--- src/rtl/pim_mem_pkg.sv ---
// Shared definitions for the PIM DRAM responder.
//   DATA_W_DEF / ADDR_W_DEF : default bus data and byte-address widths
//   wq_entry_t              : one queued write address (word index + window flag)
//   addr_to_idx()           : byte address -> word index relative to a window base
package pim_mem_pkg;

    localparam int DATA_W_DEF = 256;
    localparam int ADDR_W_DEF = 32;

    // The index is kept at full address width.  The window check can then
    // be repeated on the stored value without knowing MEM_DEPTH here.
    typedef struct packed {
        logic [ADDR_W_DEF-1:0] idx;
        logic                  oob;
    } wq_entry_t;

    // Offset from the window base, then drop the byte-within-word bits.
    // Addresses below the base wrap to large values, which the caller
    // rejects separately with an explicit lower-bound compare.
    function automatic logic [ADDR_W_DEF-1:0] addr_to_idx(
        input logic [ADDR_W_DEF-1:0] addr,
        input logic [ADDR_W_DEF-1:0] base,
        input int unsigned           shift
    );
        logic [ADDR_W_DEF-1:0] offset;
        offset = addr - base;
        return offset >> shift;
    endfunction

endpackage

--- src/rtl/pim_wq_fifo.sv ---
// Write-address FIFO.
//   clk, rst_x        : clock, asynchronous active-low reset
//   push, push_entry  : enqueue request and entry
//   pop               : dequeue request (ignored while empty)
//   head_entry        : current head, valid while !empty
//   count/full/empty  : occupancy status
// A push while full is accepted only when a pop happens in the same cycle;
// the slot being freed is the one the push overwrites.
module pim_wq_fifo
    import pim_mem_pkg::*;
#(
    parameter int DEPTH = 16
) (
    input  logic                     clk,
    input  logic                     rst_x,
    input  logic                     push,
    input  wq_entry_t                push_entry,
    input  logic                     pop,
    output wq_entry_t                head_entry,
    output logic [$clog2(DEPTH):0]   count,
    output logic                     full,
    output logic                     empty
);

    localparam int PTR_W = $clog2(DEPTH);
    localparam int CNT_W = PTR_W + 1;

    wq_entry_t          store [DEPTH];
    logic [PTR_W-1:0]   wr_ptr_reg;
    logic [PTR_W-1:0]   rd_ptr_reg;
    logic [CNT_W-1:0]   count_reg;
    logic               do_push;
    logic               do_pop;

    assign full       = (count_reg == CNT_W'(DEPTH));
    assign empty      = (count_reg == '0);
    assign count      = count_reg;
    assign head_entry = store[rd_ptr_reg];

    assign do_pop  = pop && !empty;
    assign do_push = push && (!full || pop);

    // Storage carries no reset; occupancy alone decides what is valid.
    always_ff @(posedge clk) begin
        if (do_push) begin
            store[wr_ptr_reg] <= push_entry;
        end
    end

    // Pointers wrap naturally because DEPTH is a power of two.
    always_ff @(posedge clk or negedge rst_x) begin
        if (!rst_x) begin
            wr_ptr_reg <= '0;
            rd_ptr_reg <= '0;
            count_reg  <= '0;
        end else begin
            if (do_push) begin
                wr_ptr_reg <= wr_ptr_reg + 1'b1;
            end
            if (do_pop) begin
                rd_ptr_reg <= rd_ptr_reg + 1'b1;
            end
            count_reg <= count_reg + CNT_W'(do_push) - CNT_W'(do_pop);
        end
    end

endmodule

--- config.mk ---
export PLATFORM = sky130hd
export DESIGN_NAME = pim_wq_fifo
export DESIGN_NICKNAME = d
export VERILOG_FILES = /design/src/rtl/pim_mem_pkg.sv /design/src/rtl/pim_wq_fifo.sv
export SDC_FILE = /design/constraint.sdc
export NUM_CORES = 1
export LEC_CHECK = 0
export ABC_AREA = 1
export CELL_PAD_IN_SITES_DETAIL_PLACEMENT = 1
export CELL_PAD_IN_SITES_GLOBAL_PLACEMENT = 1
export CORE_UTILIZATION = 49
export CTS_CLUSTER_DIAMETER = 80
export DETAILED_ROUTE_END_ITERATION = 7
export PLACE_DENSITY_LB_ADDON = 0.15
export SLEW_MARGIN = 20
export SYNTH_ARGS = -nofsm -noshare
export SYNTH_HDL_FRONTEND = slang
export SYNTH_SLANG_ARGS = --single-unit
--- constraint.sdc ---
create_clock -name clk -period 3.62 [get_ports clk]
set_clock_uncertainty 0.05 [all_clocks]
set_input_delay 0.543 -clock clk [delete_from_list [all_inputs] [get_ports clk]]
set_output_delay 0.543 -clock clk [all_outputs]
set_load 0.005 [all_outputs]
== Yosys cells after proc, flatten, opt, wreduce, memory -nomap -nowiden ==
Memory sizes are Yosys's and may differ from the RTL's.
Cells that the tools add are included.

* Flip-flop bits (word level): 13
* Bits in writable memories: 528
* Bits of input ports: 37
* Memories: 1

* Add/subtract/negate cells: 4
* Equality and inequality tests: 1
* Muxes and demuxes: 2
* Reduce and logical (&&, ||, !) cells: 6

{| class="wikitable"
|+ Memory list
! name !! depth !! width !! rd ports !! clocked after memory_dff !! wr ports !! RTL line !! text
|-
| store || 16 || 33 || 1 || 0 || 1 || pim_wq_fifo.sv:28 || <nowiki>wq_entry_t store [DEPTH];</nowiki>
|}

{| class="wikitable"
|+ Operator list
! operator !! number
|-
| adder 4 x 1 -> 4 bit, second input constant || 2
|-
| adder 5 x 1 -> 5 bit || 1
|-
| == test 5 bit, second input constant || 1
|-
| logical NOT 5 bit || 1
|-
| subtractor 5 x 1 -> 5 bit || 1
|-
| logical AND 1 bit || 2
|-
| logical NOT 1 bit || 2
|-
| two-way mux 1 bit || 2
|-
| logical OR 1 bit || 1
|}

== Depth between registers and ports, before layout ==
* Word-level depth: 6
* Mapped depth: 14

== Worst setup path after synthesis ==
No wires, ideal clock.

* Kind: register -> register
* Start point: register count_reg[2], in the netlist count[2]
* End point: memory store[10][0] in the netlist's numbering, enable pin
* Library setup time: 0.423 ns
* Arrival time: 2.546 ns
* Data required time: 3.147 ns
* Slack: 0.601 ns
* Cell stages (with the launch flop): 9
* Path buffers: 1
* Period minus slack after synthesis: 3.019 ns
* Cells stage by stage: dfrtp_1 > inv_1 > ha_1 > nand2_1 > nor2_1 > nand3b_1 > nand2_1 > buf_2 > nor2_1

* Longest elaborated chain between the ends: 6

{| class="wikitable"
|+ RTL lines
! item !! RTL line !! text
|-
| start, declared || pim_wq_fifo.sv:31 || <nowiki>logic [CNT_W-1:0] count_reg;</nowiki>
|-
| start signal, assigned || pim_wq_fifo.sv:63 || <nowiki>count_reg <= count_reg + CNT_W'(do_push) - CNT_W'(do_pop);</nowiki>
|-
| == test 5 bit || pim_wq_fifo.sv:35 || <nowiki>assign full = (count_reg == CNT_W'(DEPTH));</nowiki>
|-
| logical NOT 1 bit || pim_wq_fifo.sv:41 || <nowiki>assign do_push = push && (!full || pop);</nowiki>
|-
| logical OR 1 bit || pim_wq_fifo.sv:41 ||
|-
| logical AND 1 bit || pim_wq_fifo.sv:41 ||
|-
| two-way mux 1 bit || pim_wq_fifo.sv:45 || <nowiki>if (do_push) begin</nowiki>
|-
| two-way mux 1 bit (not written as such) || pim_wq_fifo.sv:46 || <nowiki>store[wr_ptr_reg] <= push_entry;</nowiki>
|-
| end, declared || pim_wq_fifo.sv:28 ||
|}

Every way passes these cells.

==> out/qor.yml <==
clock_sinks: 541
synth_sequential_area_ratio: 0.705
io_pins: 77
cts.reportedPaths.clkPinSlew_ns: 0.06
met3WireLength_um: 3120
antenna_cells: 0
clock_tree_from_tritoncts: "yes"
synthMuxAreaShare: 0
grt_total_usage: 0.274
wl_met1_um: 26700
port_buffers: 76
utilization: 0.575
post-cts-setup-buffer-count: 0
syn-cell-area_um2: 23000
layout.cells.most_common: "sky130_fd_sc_hd__nand2_1"
worst_r2r_endpoint: "store[4][10]$_DFFE_PP_"
run_status: "completed"
worst_path_largest_cell_delay_ns: 0.57
max_cap_violations: 0
synth_simple_gate_area_share: 0.222
core.rowCount: 78
slew_headroom: 0.453
dp.cells: 2791
most-common-layout-cells: "sky130_fd_sc_hd__nand2_1 (861), sky130_fd_sc_hd__edfxtp_1 (528), sky130_fd_sc_hd__inv_1 (213), sky130_fd_sc_hd__nand3_1 (205), sky130_fd_sc_hd__nor2_1 (203)"
wl_per_cell_um: 22.0
synth-xor-area-share: 0.00343
stdcell_count: 2892
layout-drive-gt1-share: 0.0628
worst-setup-path-type: "flop to output pin"
preCtsSetupSlack_ns: 0.600
grt_max_degree: 107
crit_required_ns: 3.03
die-width_um: 218
max-clock-path-buffers: 3
drcViolationCount: 0
crit_arrival_ns: 2.87
dpl.hpwl_um: 33900
drt_pass1_iterations: 5
detailedRoute.firstIterationViolations: 1148
finalCritPeriodShare: 0.956
top_layer: "met4"
postSynthCellCount: 2178
fin_crit_ns: 3.46
core_um2: 45800
yosysWarnings: 0
reg2reg_setup_slack_ns: 0.99
layout.filler_cells: 4823
syn-num-nets: 2227
hp-class: "primary input to async pin"
worst_path_max_delay_cell: "sky130_fd_sc_hd__dfrtp_4"
power.static_leakage_nw: 10.7
vias_in_the_first_global_route: 16904
report.final.slew_viol_count: 0
place_congestion: 0.760
route.antenna.remaining_nets: 0
holdBufCountCts: 0
crit_top_cell: "sky130_fd_sc_hd__nand2_1"
irDropWorstVdd_mv: 0.702
wirelength_um: 63600
setup_viols_final: 0
timing.rr.start: "count[2]$_DFF_PN0_"
layout-area-overhead-vs-synth_pct: 14.7
start_util: 0.502
vias_per_cell: 5.39
achievable-frequency_mhz: 289
dominant_combinational_cell_family_by_area_after_synthesis: "simple AND/OR/NAND/NOR gates"
via_count: 15593
synth.ff_latch_count: 541
crit_path_end_kind: "output pin"
worst_skew_late_latency_ns: 0.60
synth_compound_area_frac: 0.000872
critPathLaunch: "rd_ptr_reg[0]$_DFFE_PN0P_"
gr-total-overflow: 0
worst_setup_path_start_kind: "flop"
ctsRootBufferMaster: "sky130_fd_sc_hd__clkbuf_16"
ys_types: 22
placed_area_um2: 24500
synth_adder_area_share: 0.00687
largest_register_ff_count: 528
critPathCapture: "head_entry[14]"
cts_h_tree_depth: 2
path_max_fanout: 54
postLayoutSetupSlackWorst_ns: 0.158
synth.avg_cell_area_um2: 10.5
timing_worst_slew_pin_value_ns: 0.818
design.die.area_um2: 47700
timing.final.hold_violations: 0
rsz0062_at_grt: "yes"
fin_tns_setup_ns: 0
finalInstanceArea_um2: 26300
grt_antenna_before_repair: 0
power.density_nw_per_um2: 788
grt_pass1_wl_um: 97200
met2_length_um: 32600
worstRegToRegCells: 9
timing.critical_path.cells: "clkinv_8, buf_4, nand2_1, nand3_1, nand2_1, nor2_1, nand2_1, nand2_1, clkdlybuf4s50_1"
die_h_um: 218
cts_made_buffers: 56
final_nets: 2299
-- area by class of cell --
cell class	instances	area (um^2)	share of cell area
flip-flops and latches	541	16200	0.615
multi-input cells	1314	5490	0.208
clock buffers	75	1530	0.0583
repair buffers	119	1340	0.0509
inverters	218	831	0.0316
well taps	600	751	0.0285
clock inverters	25	195	0.00741
-- synth_stat cells --
master                     number  area share
sky130_fd_sc_hd__nand2_1      861        0.14
sky130_fd_sc_hd__edfxtp_1     528        0.69
sky130_fd_sc_hd__nor2_1       219       0.036
sky130_fd_sc_hd__inv_1        215       0.035
sky130_fd_sc_hd__nand3_1      205       0.045
sky130_fd_sc_hd__buf_2         55       0.012
sky130_fd_sc_hd__buf_4         24      0.0078
sky130_fd_sc_hd__dfrtp_1       13       0.014
sky130_fd_sc_hd__clkbuf_1      11      0.0018
sky130_fd_sc_hd__ha_1          11      0.0060
sky130_fd_sc_hd__buf_1          9      0.0015
sky130_fd_sc_hd__xor2_1         7      0.0027
sky130_fd_sc_hd__buf_6          6      0.0029
sky130_fd_sc_hd__inv_2          3     0.00049
sky130_fd_sc_hd__a21oi_1        2     0.00044
sky130_fd_sc_hd__o21ai_0        2     0.00044
sky130_fd_sc_hd__xnor2_1        2     0.00076
sky130_fd_sc_hd__fa_1           1     0.00087
sky130_fd_sc_hd__nand3b_1       1     0.00033
sky130_fd_sc_hd__nand4_1        1     0.00027
sky130_fd_sc_hd__nor2_2         1     0.00027
sky130_fd_sc_hd__nor3_1         1     0.00022
-- kinds of logic (layout without fill, tap and decap cells) --
logic type      Yosys count  count (layout)
buf+inv                 323             437
flops                   541             541
fa+ha+maj                12              12
compound gates            4               4
simple gates           1289            1289
xor+xnor                  9               9
-- power breakdown --
part           internal (mW)  total, mW  switching, mW  leakage, nW
Combinational           2.53       7.49           4.96         4.90
Clock                   3.16       5.54           2.37        0.854
Sequential              7.45       7.71          0.261         4.92
-- per-layer routing --
metal,vias up,global-route usage
met1,7941,0.349
met3,95,0.0426
met4,0,0.0718
met2,375,0.485
li1,7182,-
met5,-,0
-- critical path, delay by kind of cell, from the launching register on --
| family | cells | cell delay [ns] |
|---|---|---|
| DFF | 1 | 0.57 |
| buffers and inverters | 3 | 1.09 |
| and+or+nand+nor | 6 | 0.57 |
-- per-stage QoR --
step	power, mW	hold slack, ns
after floorplan	12.2	0.197
after global placement	14.9	0.484
after detailed placement	15.2	0.480
after CTS	20.9	0.355
after global routing	21.8	0.365
final	20.7	0.361
-- repair_timing --
| action | in CTS | in global routing |
|---|---|---|
| endpoints found under the setup margin | 5 | 18 |
| hold endpoints to repair | 0 | 0 |
| cloned | 1 | 0 |
| resized for setup | 2 | 5 |
-- worst min-delay path by stage --
| stage | endpoint | slack, ns | depth (start not counted) | startpoint |
|---|---|---|---|---|
| global route | wr_ptr_reg[1]$_DFFE_PN0P_ | 0.37 | 1 | rst_x |
| global placement | wr_ptr_reg[3]$_DFFE_PN0P_ | 0.48 | 2 | wr_ptr_reg[3]$_DFFE_PN0P_ |
| detailed placement | count[0]$_DFF_PN0_ | 0.48 | 1 | count[0]$_DFF_PN0_ |
| finish | count[0]$_DFF_PN0_ | 0.36 | 1 | rst_x |
| floorplan | count[0]$_DFF_PN0_ | 0.20 | 0 | rst_x |
| CTS | rd_ptr_reg[1]$_DFFE_PN0P_ | 0.36 | 1 | rst_x |
Power figures use the tool's default switching activity.
